`config.mk`:
```
export PLATFORM = sky130hd
export DESIGN_NAME = serial_sub_ctrl
export DESIGN_NICKNAME = d
export VERILOG_FILES = /design/src/rtl/serial_sub_pkg.sv /design/src/rtl/full_sub.sv /design/src/rtl/serial_sub_ctrl.sv
export SDC_FILE = /design/constraint.sdc
export NUM_CORES = 1
export LEC_CHECK = 0
export CELL_PAD_IN_SITES_DETAIL_PLACEMENT = 1
export CELL_PAD_IN_SITES_GLOBAL_PLACEMENT = 2
export CORE_AREA = 3 3 100 64
export DETAILED_ROUTE_END_ITERATION = 7
export DIE_AREA = 0 0 103 67
export DONT_BUFFER_PORTS = 1
export GPL_TIMING_DRIVEN = 0
export PLACE_DENSITY = 0.8
export SLEW_MARGIN = 20
export SYNTH_ARGS = -nofsm -noshare
export SYNTH_HDL_FRONTEND = slang
export SYNTH_HIERARCHICAL = 1
export SYNTH_SLANG_ARGS = --single-unit
export TNS_END_PERCENT = 100
```
`constraint.sdc`:
```
create_clock -name clk -period 1.4 [get_ports clk]
set_input_delay 0.28 -clock clk [delete_from_list [all_inputs] [get_ports clk]]
set_output_delay 0.28 -clock clk [all_outputs]
set_load 0.02 [all_outputs]
```
`src/rtl/serial_sub_pkg.sv`:
```
// rtl/serial_sub_pkg.sv - state encoding and width helper for the bit-serial subtractor
package serial_sub_pkg;

  localparam logic [1:0] ST_IDLE = 2'b00;
  localparam logic [1:0] ST_RUN  = 2'b01;
  localparam logic [1:0] ST_DONE = 2'b10;

  // Ceiling log2, never below 1 so a WIDTH=1 build still gets a real counter bit.
  function automatic int clog2_min1(input int value);
    int bits;
    bits = 0;
    for (int i = 0; i < 32; i++) begin
      if ((1 << bits) < value) bits++;
    end
    return (bits < 1) ? 1 : bits;
  endfunction

endpackage

```
`src/rtl/full_sub.sv`:
```
// rtl/full_sub.sv - combinational 1-bit full subtractor cell
module full_sub (
  input  logic a,
  input  logic b,
  input  logic bin,
  output logic diff,
  output logic borr
);

  assign diff = a ^ b ^ bin;
  assign borr = (~a & b) | (~(a ^ b) & bin);

endmodule

```
`src/rtl/serial_sub_ctrl.sv`:
```
// rtl/serial_sub_ctrl.sv - LSB-first bit-serial A - B - bin controller around one shared full_sub cell
module serial_sub_ctrl
  import serial_sub_pkg::*;
#(
  parameter  int WIDTH = 8,
  localparam int CNT_W = clog2_min1(WIDTH)
) (
  input  logic             clk,
  input  logic             rst,
  input  logic             start,
  input  logic [WIDTH-1:0] a,
  input  logic [WIDTH-1:0] b,
  input  logic             bin_in,
  output logic             busy,
  output logic             done,
  output logic [WIDTH-1:0] diff,
  output logic             borrow_out
);

  logic [1:0]       state;
  logic [WIDTH-1:0] sh_a;
  logic [WIDTH-1:0] sh_b;
  logic [WIDTH-1:0] sh_d;
  logic [WIDTH-1:0] d_msb;
  logic [WIDTH-1:0] sh_d_next;
  logic [CNT_W-1:0] cnt;
  logic             brw;
  logic             cell_d;
  logic             cell_bo;
  logic             last_bit;

  full_sub u_cell (
    .a    (sh_a[0]),
    .b    (sh_b[0]),
    .bin  (brw),
    .diff (cell_d),
    .borr (cell_bo)
  );

  assign busy     = (state == ST_RUN);
  assign done     = (state == ST_DONE);
  assign last_bit = (cnt == CNT_W'(WIDTH - 1));

  // Insert the fresh difference bit at the MSB; written this way so WIDTH=1 needs no slicing.
  always_comb begin
    d_msb            = '0;
    d_msb[WIDTH-1]   = cell_d;
  end
  assign sh_d_next = (sh_d >> 1) | d_msb;

  always_ff @(posedge clk or posedge rst) begin
    if (rst) begin
      state      <= ST_IDLE;
      sh_a       <= '0;
      sh_b       <= '0;
      sh_d       <= '0;
      cnt        <= '0;
      brw        <= 1'b0;
      diff       <= '0;
      borrow_out <= 1'b0;
    end else begin
      case (state)
        ST_IDLE, ST_DONE: begin
          if (start) begin
            sh_a  <= a;
            sh_b  <= b;
            sh_d  <= '0;
            brw   <= bin_in;
            cnt   <= '0;
            state <= ST_RUN;
          end else begin
            state <= ST_IDLE;
          end
        end
        ST_RUN: begin
          sh_a <= sh_a >> 1;
          sh_b <= sh_b >> 1;
          sh_d <= sh_d_next;
          brw  <= cell_bo;
          if (last_bit) begin
            cnt        <= '0;
            diff       <= sh_d_next;
            borrow_out <= cell_bo;
            state      <= ST_DONE;
          end else begin
            cnt <= cnt + 1'b1;
          end
        end
        default: state <= ST_IDLE;
      endcase
    end
  end

endmodule

```
==> impl_metrics.json, run 1 <==
{
  "synthDistinctLibCells": 33,
  "slew_viol_final": 0,
  "grt_overflow": 0,
  "cts-root-buf": "clkbuf_8",
  "finalHoldWorstSlack_ns": 0.116,
  "track_usage_pct": 16.2,
  "min_path_cells": 1,
  "yosys.area.top_type_share_pct": 50.8,
  "drc": 0,
  "place_congestion": 0.734,
  "synth_area_leaders": "dfrtp_1 51%, mux2_4 7.2%, mux2i_1 4.8%, mux2_2 3.6%, a211oi_1 3.2%",
  "violations": "negative setup slack",
  "cellPowerDensity_mw_per_mm2": 2380,
  "pin_count": 31,
  "syn_area_mm2": 0.00187,
  "grt_max_degree": 27,
  "p_comb_share_pct": 45.6,
  "rsz0062_at_grt": "yes",
  "layout_min_cycle_time_ns": 1.42,
  "dieHeight_um": 67,
  "die_w_um": 103,
  "final_nets": 207,
  "synth_compound_area_share_pct": 12.3,
  "tightest_slew_ns": 0.312,
  "required_ns": 1.62,
  "hold_path.class": "in2reg",
  "routed-via-count": 1351,
  "final_util_pct": 41.2,
  "via_per_inst": 5.32,
  "p_leak_nw": 1.01,
  "syn_inst": 163,
  "antenna_found_initial": 0,
  "clock-skew-final_ns": 0.0108,
  "die-area_mm2": 0.00690,
  "area_delta_synth_final_pct": 21.5,
  "ys.flop_type": "dfrtp_1",
  "synthMuxAreaShare_pct": 15.6,
  "worst_slack_ns": -0.0160,
  "hpwl_mm": 3.24,
  "final_cell_mix": "38 x dfrtp_1, 11 x buf_4, 10 x nand2_1",
  "clkPwrFrac_pct": 15.0,
  "clk_path_buf_depth": 2,
  "seqPwrFrac_pct": 39.4,
  "synth-seq-cells": 38,
  "setup_violations": 1,
  "h-tree-depth": 2,
  "vdd_drop_max_mv": 0.774,
  "synth_simple_gate_area_share_pct": 13.9,
  "swShare_pct": 39.2,
  "critPathCaptureType": "register",
  "final_common_cell": "dfrtp_1",
  "synth_area_leader_cell": "dfrtp_1",
  "synth_fa_ha_area_share_pct": 2.40,
  "seq_area_frac_synth_pct": 50.8,
  "arrival_ns": 1.63,
  "clock_latency_ns": 0.30,
  "hold_violations": 0,
  "cp-start-kind": "register",
  "cpMaxStageDelayCell": "dfrtp_1",
  "p_switching_w": 0.00213,
  "outcome": "finished with violations",
  "cts_buffers": 5,
  "maxCapViolations": 0,
  "synth_edf_count": 0,
  "async_flop_share_pct": 100,
  "reg2regPathDepth": 4,
  "relSlewSlack_pct": 79.2,
  "layout-drive-gt1-share_pct": 29.7,
  "start_util_pct": 33.9,
  "clock_sinks": 38,
  "synth_xor_area_share_pct": 0,
  "path_max_fanout": 4,
  "syn_area_per_cell_um2": 11.5,
  "wirelength_mm": 5.04,
  "first_pass_iters": 4,
  "finalPower_w": 0.00542,
  "p_int_w": 0.00330,
  "synth_top_family_by_area": "multiplexers",
  "wl_per_cell_um": 19.9,
  "crit_chain": "ha_2 -> ha_4 -> or3_1 -> a31oi_1",
  "grt_pass1_wl_mm": 8.23,
  "antenna_cells": 0,
  "yosys_warnings": 6,
  "max_freq_ghz": 0.706,
  "cts_tree": "built",
  "max_stage_delay_ns": 0.40,
  "grt_pass1_vias": 1511,
  "place_ws_ns": -0.0527,
  "port_buffers": 0,
  "drt-initial-drc-count": 70,
  "fin_crit_sh_pct": 101,
  "rows": 21,
  "core_mm2": 0.00552,
  "crit_type": "reg2reg",
  "synth_nets": 186,
  "ant_nets": 0,
  "path_clk_slew_ns": 0.08
}
## path summary, 6_finish.rpt
| path | startpoint | end | slack (ns) |
|---|---|---|---|
| min in group asynchronous | rst | sh_a[0]$_DFFE_PP0P_ | 0.38 |
| min reg2reg | sh_a[2]$_DFFE_PP0P_ | sh_a[2]$_DFFE_PP0P_ | 0.52 |
| min | b[7] | sh_b[7]$_DFFE_PP0P_ | 0.12 |
| max reg2reg | cnt[0]$_DFFE_PP0P_ | cnt[0]$_DFFE_PP0P_ | -0.02 |
| max | cnt[0]$_DFFE_PP0P_ | cnt[0]$_DFFE_PP0P_ | -0.02 |
| max in group asynchronous | rst | sh_d[3]$_DFFE_PP0P_ | 0.57 |
## what timing repair did
item	in CTS	in global routing
pin swaps	1	4
hold buffers	1	0
hold endpoints to repair	12	0
resized for setup	17	4
buffers inserted	9	3
endpoints found under the setup margin	12	23
cloned	1	1
## area by class of cell
| type | count | area [µm²] |
|---|---|---|
| Sequential cell | 38 | 951 |
| Timing Repair Buffer | 14 | 136 |
| Tap cell | 69 | 86.3 |
| Clock buffer | 7 | 86.3 |
| Fill cell | 601 | 3240 |
| Multi-Input combinational cell | 109 | 876 |
| Clock inverter | 1 | 5.00 |
| Buffer | 9 | 101 |
| Inverter | 7 | 33.8 |
## metrics by stage
step / instance area [µm²] / instances / TNS, ns
2_1_floorplan: 1880 / 163 / 0
3_3_place_gp: 1960 / 232 / -4.52
3_5_place_dp: 1980 / 233 / -0.148
4_1_cts: 2260 / 252 / -0.00219
5_1_grt: 2280 / 254 / -0.186
6_report: 2280 / 254 / -0.0160
## registers in the layout, indices dropped and copies added (netlist names)
| register | cells |
|---|---|
| diff | 8 |
| sh_a | 8 |
| cnt | 3 |
| sh_d | 7 |
| sh_b | 8 |
| brw | 1 |
| borrow_out | 1 |
| state | 2 |
## metal layers
metal | vias to the layer above | wire [µm] | track usage [%]
li1 | 612 | - | -
met1 | 705 | 2260 | 20.0
met2 | 24 | 2480 | 26.4
met3 | 10 | 210 | 4.71
met4 | 0 | 91 | 6.79
met5 | - | 0 | 0
## power groups by stage
stage	combinational, W	sequential [W]	clock (W)
finish	0.00247	0.00214	0.000815
global route	0.00274	0.00221	0.000883
CTS	0.00244	0.00213	0.000827
detailed placement	0.00190	0.00214	0
global placement	0.00178	0.00211	0
floorplan	0.00153	0.00200	0
## cell families (layout without fill, tap and decap cells)
group | Yosys count | count (layout)
buf+inv | 17 | 38
compound gates | 36 | 36
flops | 38 | 38
mux | 24 | 24
fa+ha+maj | 3 | 3
simple gates | 45 | 46
## cell usage after synthesis (all sizes together) (4+ instances only)
cell type	number
nor2	7
inv	7
o22ai	5
nand2b	7
a211oi	8
mux2	15
o21ai	7
dfrtp	38
nor3	5
a21oi	9
a22o	4
buf	9
nand2	11
nor2b	7
mux2i	9
## critical path: cells and delay by family, from the launching register on
kind                     cells  cell delay (ns)
AND/OR/NAND/NOR              1             0.35
AO/OA/AOI/OAI                1             0.18
flip-flops                   1             0.40
adder cells (fa/ha/maj)      2             0.41
(Power assumes the default switching activity.)
==> run 2: changes to the inputs <==
- CAP_MARGIN: not set -> 30
- CORE_AREA: 3 3 100 64 -> 3 3 95 61
- DIE_AREA: 0 0 103 67 -> 0 0 98 64
- PLACE_DENSITY: 0.8 -> 0.79
- SYNTH_HIERARCHICAL: 1 -> not set
==> run 2 against run 1 <==
The flow still finishes with violations (negative setup slack). Worst setup slack worse by 0.11 ns. Core utilization increased by 1.7 points. Global-route usage fell by 1.8 points. Cell area decreased by 6.0%. Critical path type unchanged. Critical endpoint is now diff[0]$_DFFE_PP0P_. Highest routed layer unchanged.
==> impl_metrics.json, run 2 <==
{
  "hold_violations": 0,
  "startpoint": "cnt[0]$_DFFE_PP0P_",
  "grt_overflow": 0,
  "synth_edf_count": 0,
  "port_buffers": 0,
  "max_freq_ghz": 0.653,
  "synth_common_cells": "38 x dfrtp_1, 15 x mux2_2, 15 x nor2_1",
  "synth_top_family_by_area": "compound AO/OA/AOI/OAI gates",
  "final_nets": 190,
  "start_util_pct": 33.3,
  "pin_count": 31,
  "setup_violations": 12,
  "die_w_um": 98,
  "post-place-cells": 208,
  "synth_area_leaders": "dfrtp_1 57%, mux2_2 10%, a22o_1 5.3%, o22ai_1 4.5%, nor3_1 3.6%",
  "rsz0062_at_grt": "yes",
  "layout-drive-gt1-share_pct": 35.1,
  "hold_path.class": "in2reg",
  "cts-root-buf": "clkbuf_8",
  "cellPowerDensity_mw_per_mm2": 2470,
  "place_congestion": 0.763,
  "dieHeight_um": 64,
  "track_usage_pct": 14.4,
  "syn_inst": 141,
  "final_common_cell": "dfrtp_1",
  "cts_tree": "built",
  "grt_pass1_vias": 1310,
  "arrival_ns": 1.70,
  "top_regs": "diff x8, sh_a x8, sh_b x8",
  "swShare_pct": 38.3,
  "clk_path_buf_depth": 2,
  "syn_area_mm2": 0.00166,
  "cts_buffers": 5,
  "yosys_warnings": 0,
  "synth_area_leader_cell": "dfrtp_1",
  "slew_viol_final": 0,
  "area_delta_synth_final_pct": 29.1,
  "clkPwrFrac_pct": 14.7,
  "n_fill_cell": 548,
  "synth_nets": 164,
  "wl_per_cell_um": 20.0,
  "antenna_cells": 0,
  "grt_max_degree": 23,
  "seq_area_frac_synth_pct": 57.4,
  "finalSetupTns_ns": -0.881,
  "p_switching_w": 0.00203,
  "path_max_fanout": 5,
  "synthDistinctLibCells": 26,
  "yosys.area.top_type_share_pct": 57.4,
  "die-area_mm2": 0.00627,
  "fin_crit_sh_pct": 109,
  "outcome": "finished with violations",
  "layout.cells.non_filler": 234,
  "p_int_w": 0.00326,
  "relSlewSlack_pct": 70.0,
  "rows": 20,
  "clock-skew-final_ns": 0.00721,
  "rrSetupSlack_ns": -0.13,
  "r2r_start": "cnt[0]$_DFFE_PP0P_",
  "synth_compound_area_share_pct": 12.7,
  "worst_slack_ns": -0.130,
  "min_from": "start",
  "cp-start-kind": "register",
  "p_comb_share_pct": 44.3,
  "final_cell_mix": "38 x dfrtp_1, 16 x buf_4, 14 x nor2_1, 12 x o22ai_1",
  "synth_xor_area_share_pct": 0,
  "syn_area_per_cell_um2": 11.8,
  "synthMuxAreaShare_pct": 11.4,
  "synth_fa_ha_area_share_pct": 2.72,
  "clock_latency_ns": 0.29,
  "maxCapViolations": 0,
  "via_per_inst": 5.23,
  "routed-via-count": 1224,
  "async_flop_share_pct": 100,
  "required_ns": 1.57,
  "grt_pass1_wl_mm": 7.18,
  "seqPwrFrac_pct": 41.0,
  "layout_min_cycle_time_ns": 1.53,
  "core_mm2": 0.00498,
  "h-tree-depth": 2,
  "synth-seq-cells": 38,
  "crit_type": "reg2reg",
  "drc": 0,
  "finalHoldWorstSlack_ns": 0.111,
  "critPathCaptureType": "register",
  "synth_simple_gate_area_share_pct": 12.1,
  "synth_most_common_cell": "dfrtp_1",
  "hpwl_mm": 2.87,
  "tightest_slew_ns": 0.451,
  "drt-initial-drc-count": 83,
  "path_clk_slew_ns": 0.07,
  "p_leak_nw": 0.995,
  "ys.flop_type": "dfrtp_1",
  "final_util_pct": 43.0,
  "vdd_drop_max_mv": 0.559,
  "clock_sinks": 38,
  "wirelength_mm": 4.68,
  "first_pass_iters": 4,
  "violations": "negative setup slack",
  "antenna_found_initial": 0,
  "ant_nets": 0
}
==> run 2: cell count changes in the layout (fill, tap and decap cells not counted), moves of 4 or more <==
cell | previous run | this run
a211oi_1 | 8 | 1
a21oi_1 | 9 | 1
a22o_1 | 4 | 10
buf_4 | 11 | 16
mux2i_1 | 9 | 2
nand2_1 | 10 | 3
nand2b_1 | 6 | 2
nor2_1 | 5 | 14
nor2b_1 | 6 | 1
nor3_1 | 4 | 10
o21ai_0 | 7 | 2
o22ai_1 | 5 | 12
==> run 2: kinds of logic (layout without fill, tap and decap cells) <==
kind of cell / after synthesis / in the layout
multiplexers: 17 / 17
buffers and inverters: 13 / 40
AO/OA/AOI/OAI: 29 / 29
flip-flops: 38 / 38
adder cells (fa/ha/maj): 3 / 3
AND/OR/NAND/NOR: 41 / 41
==> run 2: cell type report <==
cell class / count / area, µm² / share of cell area (%)
sequential: 38 / 951 / 44.4
multi-input combinational: 90 / 728 / 34.0
timing repair buffer: 19 / 190 / 8.89
clock buffer: 7 / 86.3 / 4.04
tap: 66 / 82.6 / 3.86
buffer: 8 / 75.1 / 3.51
inverter: 5 / 21.3 / 0.994
clock inverter: 1 / 5.00 / 0.234
==> run 2: routing by layer <==
layer | vias up | part of all wire, % | global-route usage (%)
met2 | 18 | 48 | 23.3
met4 | 0 | 0.49 | 3.11
li1 | 557 | - | -
met1 | 647 | 46 | 19.4
met3 | 2 | 4.5 | 4.03
met5 | - | 0 | 0
==> run 2: stage by stage <==
| stage | power (W) | setup slack (ns) | area, µm² |
|---|---|---|---|
| 2_1_floorplan | 0.00335 | -0.00407 | 1670 |
| 3_3_place_gp | 0.00366 | -0.155 | 1750 |
| 3_5_place_dp | 0.00384 | -0.164 | 1780 |
| 4_1_cts | 0.00489 | -0.111 | 2000 |
| 5_1_grt | 0.00564 | -0.195 | 2140 |
| 6_report | 0.00528 | -0.130 | 2140 |
==> run 2: path summary, 6_finish.rpt <==
check                                 endpoint  depth (start not counted)
setup reg to reg           diff[0]$_DFFE_PP0P_                          5
min in group asynchronous  diff[6]$_DFFE_PP0P_                          2
hold / removal             sh_d[2]$_DFFE_PP0P_                          1
setup / recovery           diff[0]$_DFFE_PP0P_                          5
hold reg to reg            sh_a[3]$_DFFE_PP0P_                          2
max in group asynchronous  sh_a[3]$_DFFE_PP0P_                          3
==> run 2: power by group through the flow <==
stage               combinational [W]  clock, W  sequential, W
finish                        0.00234  0.000776        0.00217
floorplan                     0.00133         0        0.00202
global route                  0.00255  0.000859        0.00223
detailed placement            0.00168         0        0.00216
global placement              0.00156         0        0.00210
CTS                           0.00196  0.000792        0.00215
==> run 2: what timing repair did <==
item | 4_1_cts | 5_1_grt
hold buffers | 1 | 0
resized for setup | 17 | 16
hold endpoints to repair | 16 | 0
pin swaps | 1 | 0
endpoints found under the setup margin | 15 | 28
buffers inserted | 7 | 8
cloned | 1 | 1
==> run 2: worst max-delay path, stage by stage, from the launching register on <==
cell and delay (ns):
dfrtp_1 0.40, ha_2 0.21, ha_4 0.16, nand3b_1 0.17, buf_6 0.18, mux2_4 0.31
==> run 3: changes to the inputs <==
==> constraint.sdc (replaced) <==
create_clock -name clk -period 1.4 [get_ports clk]
set_input_delay 0.21 -clock clk [delete_from_list [all_inputs] [get_ports clk]]
set_output_delay 0.21 -clock clk [all_outputs]
set_load 0.02 [all_outputs]
==> run 3 against run 2 <==
The run still ends with negative setup slack left. Clock skew hardly changed. Largest power group unchanged. Highest routed layer is now met3. Fmax decreased by 1.5%. Clock power is 0.6% higher. Critical path type unchanged.
==> impl_metrics.json, run 3 (synthesized netlist as in run 2, its figures left out) <==
{
  "outcome": "finished with violations",
  "violations": "negative setup slack",
  "hold_violations": 0,
  "start_util_pct": 33.3,
  "cp-start-kind": "register",
  "routed-via-count": 1206,
  "crit_chain": "ha_2 -> ha_4 -> nand3b_1 -> buf_6 -> mux2_4",
  "layout_min_cycle_time_ns": 1.55,
  "finalHoldWorstSlack_ns": 0.0379,
  "clock-skew-final_ns": 0.00761,
  "die-area_mm2": 0.00627,
  "h-tree-depth": 2,
  "drc": 0,
  "hold_path.class": "in2reg",
  "grt_max_degree": 23,
  "cts_tree": "built",
  "cts-root-buf": "clkbuf_8",
  "crit_type": "reg2reg",
  "p_comb_share_pct": 42.6,
  "fin_crit_sh_pct": 111,
  "core_mm2": 0.00498,
  "pin_count": 31,
  "first_pass_iters": 6,
  "final_area_mm2": 0.00208,
  "grt_pass1_vias": 1310,
  "path_max_fanout": 5,
  "final_util_pct": 41.7,
  "placed_area_mm2": 0.00178,
  "antenna_cells": 0,
  "area_delta_synth_final_pct": 25.3,
  "via_per_inst": 5.29,
  "p_leak_nw": 0.959,
  "required_ns": 1.57,
  "p_int_w": 0.00315,
  "antenna_found_initial": 0,
  "ant_nets": 0,
  "cts_buffers": 5,
  "final_cell_mix": "38 x dfrtp_1, 14 x nor2_1, 12 x o22ai_1, 11 x buf_4",
  "layout-drive-gt1-share_pct": 32.7,
  "relSlewSlack_pct": 69.3,
  "tightest_slew_ns": 0.460,
  "cellPowerDensity_mw_per_mm2": 2460,
  "wirelength_mm": 4.41,
  "die_w_um": 98,
  "slew_viol_final": 0,
  "seqPwrFrac_pct": 42.1,
  "critPathCaptureType": "register",
  "rows": 20,
  "max_stage_delay_ns": 0.40,
  "drt-initial-drc-count": 78,
  "finalPower_w": 0.00511,
  "top_regs": "diff x8, sh_a x8, sh_b x8",
  "dieHeight_um": 64,
  "max_freq_ghz": 0.644,
  "hpwl_mm": 2.87,
  "clk_path_buf_depth": 2,
  "grt_pass1_wl_mm": 7.18,
  "cpMaxStageDelayCell": "dfrtp_1",
  "clock_sinks": 38,
  "port_buffers": 0,
  "p_switching_w": 0.00196,
  "clkPwrFrac_pct": 15.3,
  "vdd_drop_max_mv": 0.589,
  "rsz0062_at_grt": "yes",
  "final_common_cell": "dfrtp_1",
  "critical_path.top_delay_family": "flip-flops",
  "clock_latency_ns": 0.29,
  "path_buf_inv": 1,
  "place_congestion": 0.763,
  "track_usage_pct": 14.4,
  "n_fill_cell": 542,
  "path_clk_slew_ns": 0.07,
  "setup_violations": 9,
  "grt_overflow": 0,
  "maxCapViolations": 0,
  "final_nets": 184,
  "worst_slack_ns": -0.153,
  "wl_per_cell_um": 19.3,
  "arrival_ns": 1.72,
  "swShare_pct": 38.4
}
## run 3: path summary, 6_finish.rpt
kind | startpoint | to | slack (ns) | depth (start not counted)
max | cnt[0]$_DFFE_PP0P_ | diff[0]$_DFFE_PP0P_ | -0.15 | 5
min | start | sh_d[2]$_DFFE_PP0P_ | 0.04 | 1
max reg2reg | cnt[0]$_DFFE_PP0P_ | diff[0]$_DFFE_PP0P_ | -0.15 | 5
min reg2reg | sh_a[3]$_DFFE_PP0P_ | sh_a[3]$_DFFE_PP0P_ | 0.52 | 2
max in group asynchronous | rst | sh_a[7]$_DFFE_PP0P_ | 0.58 | 3
min in group asynchronous | rst | borrow_out$_DFFE_PP0P_ | 0.37 | 2
## run 3: through the flow
step | setup WS, ns | std cells | TNS [ns]
floorplan | -0.00407 | 141 | -0.0285
global placement | -0.0950 | 207 | -3.84
detailed placement | -0.164 | 208 | -1.13
CTS | -0.111 | 225 | -0.709
global route | -0.194 | 228 | -1.59
finish | -0.153 | 228 | -1.05
## run 3: timing repair
item / CTS / global route
endpoints found under the setup margin: 15 / 27
buffers inserted: 7 / 3
pin swaps: 1 / 0
gates cloned: 1 / 0
hold endpoints to repair: 16 / 0
hold buffers: 1 / 0
gates resized for setup: 17 / 15
## run 3: area by class of cell
class                           instances  area [µm²]  share of cell area, %
Inverter                                5        18.8                  0.904
Timing Repair Buffer                   13         131                   6.33
Tap cell                               66        82.6                   3.98
Sequential cell                        38         951                   45.8
Multi-Input combinational cell         90         728                   35.1
Buffer                                  8        73.8                   3.55
Clock inverter                          1        5.00                  0.241
Clock buffer                            7        86.3                   4.16
## run 3: power by group through the flow
stage                     Combinational (W)  Sequential [W]  Clock [W]
after floorplan                     0.00133         0.00202          0
final                               0.00218         0.00215   0.000781
after CTS                           0.00196         0.00215   0.000792
after detailed placement            0.00168         0.00216          0
after global routing                0.00239         0.00222   0.000856
after global placement              0.00156         0.00210          0
## run 3: worst register-to-register path, delay by kind of cell, from the launching register on
family	cells	cell delay [ns]
and+or+nand+nor	1	0.19
adders and majority gates	2	0.37
muxes	1	0.31
buffers and inverters	1	0.18
DFF	1	0.40
## run 3: layer usage
layer	vias up	global-route usage, %	routed length [µm]
met1	643	19.4	2080
met2	18	23.3	2150
li1	545	-	-
met3	0	4.03	175
met5	-	0	0
met4	0	3.11	0
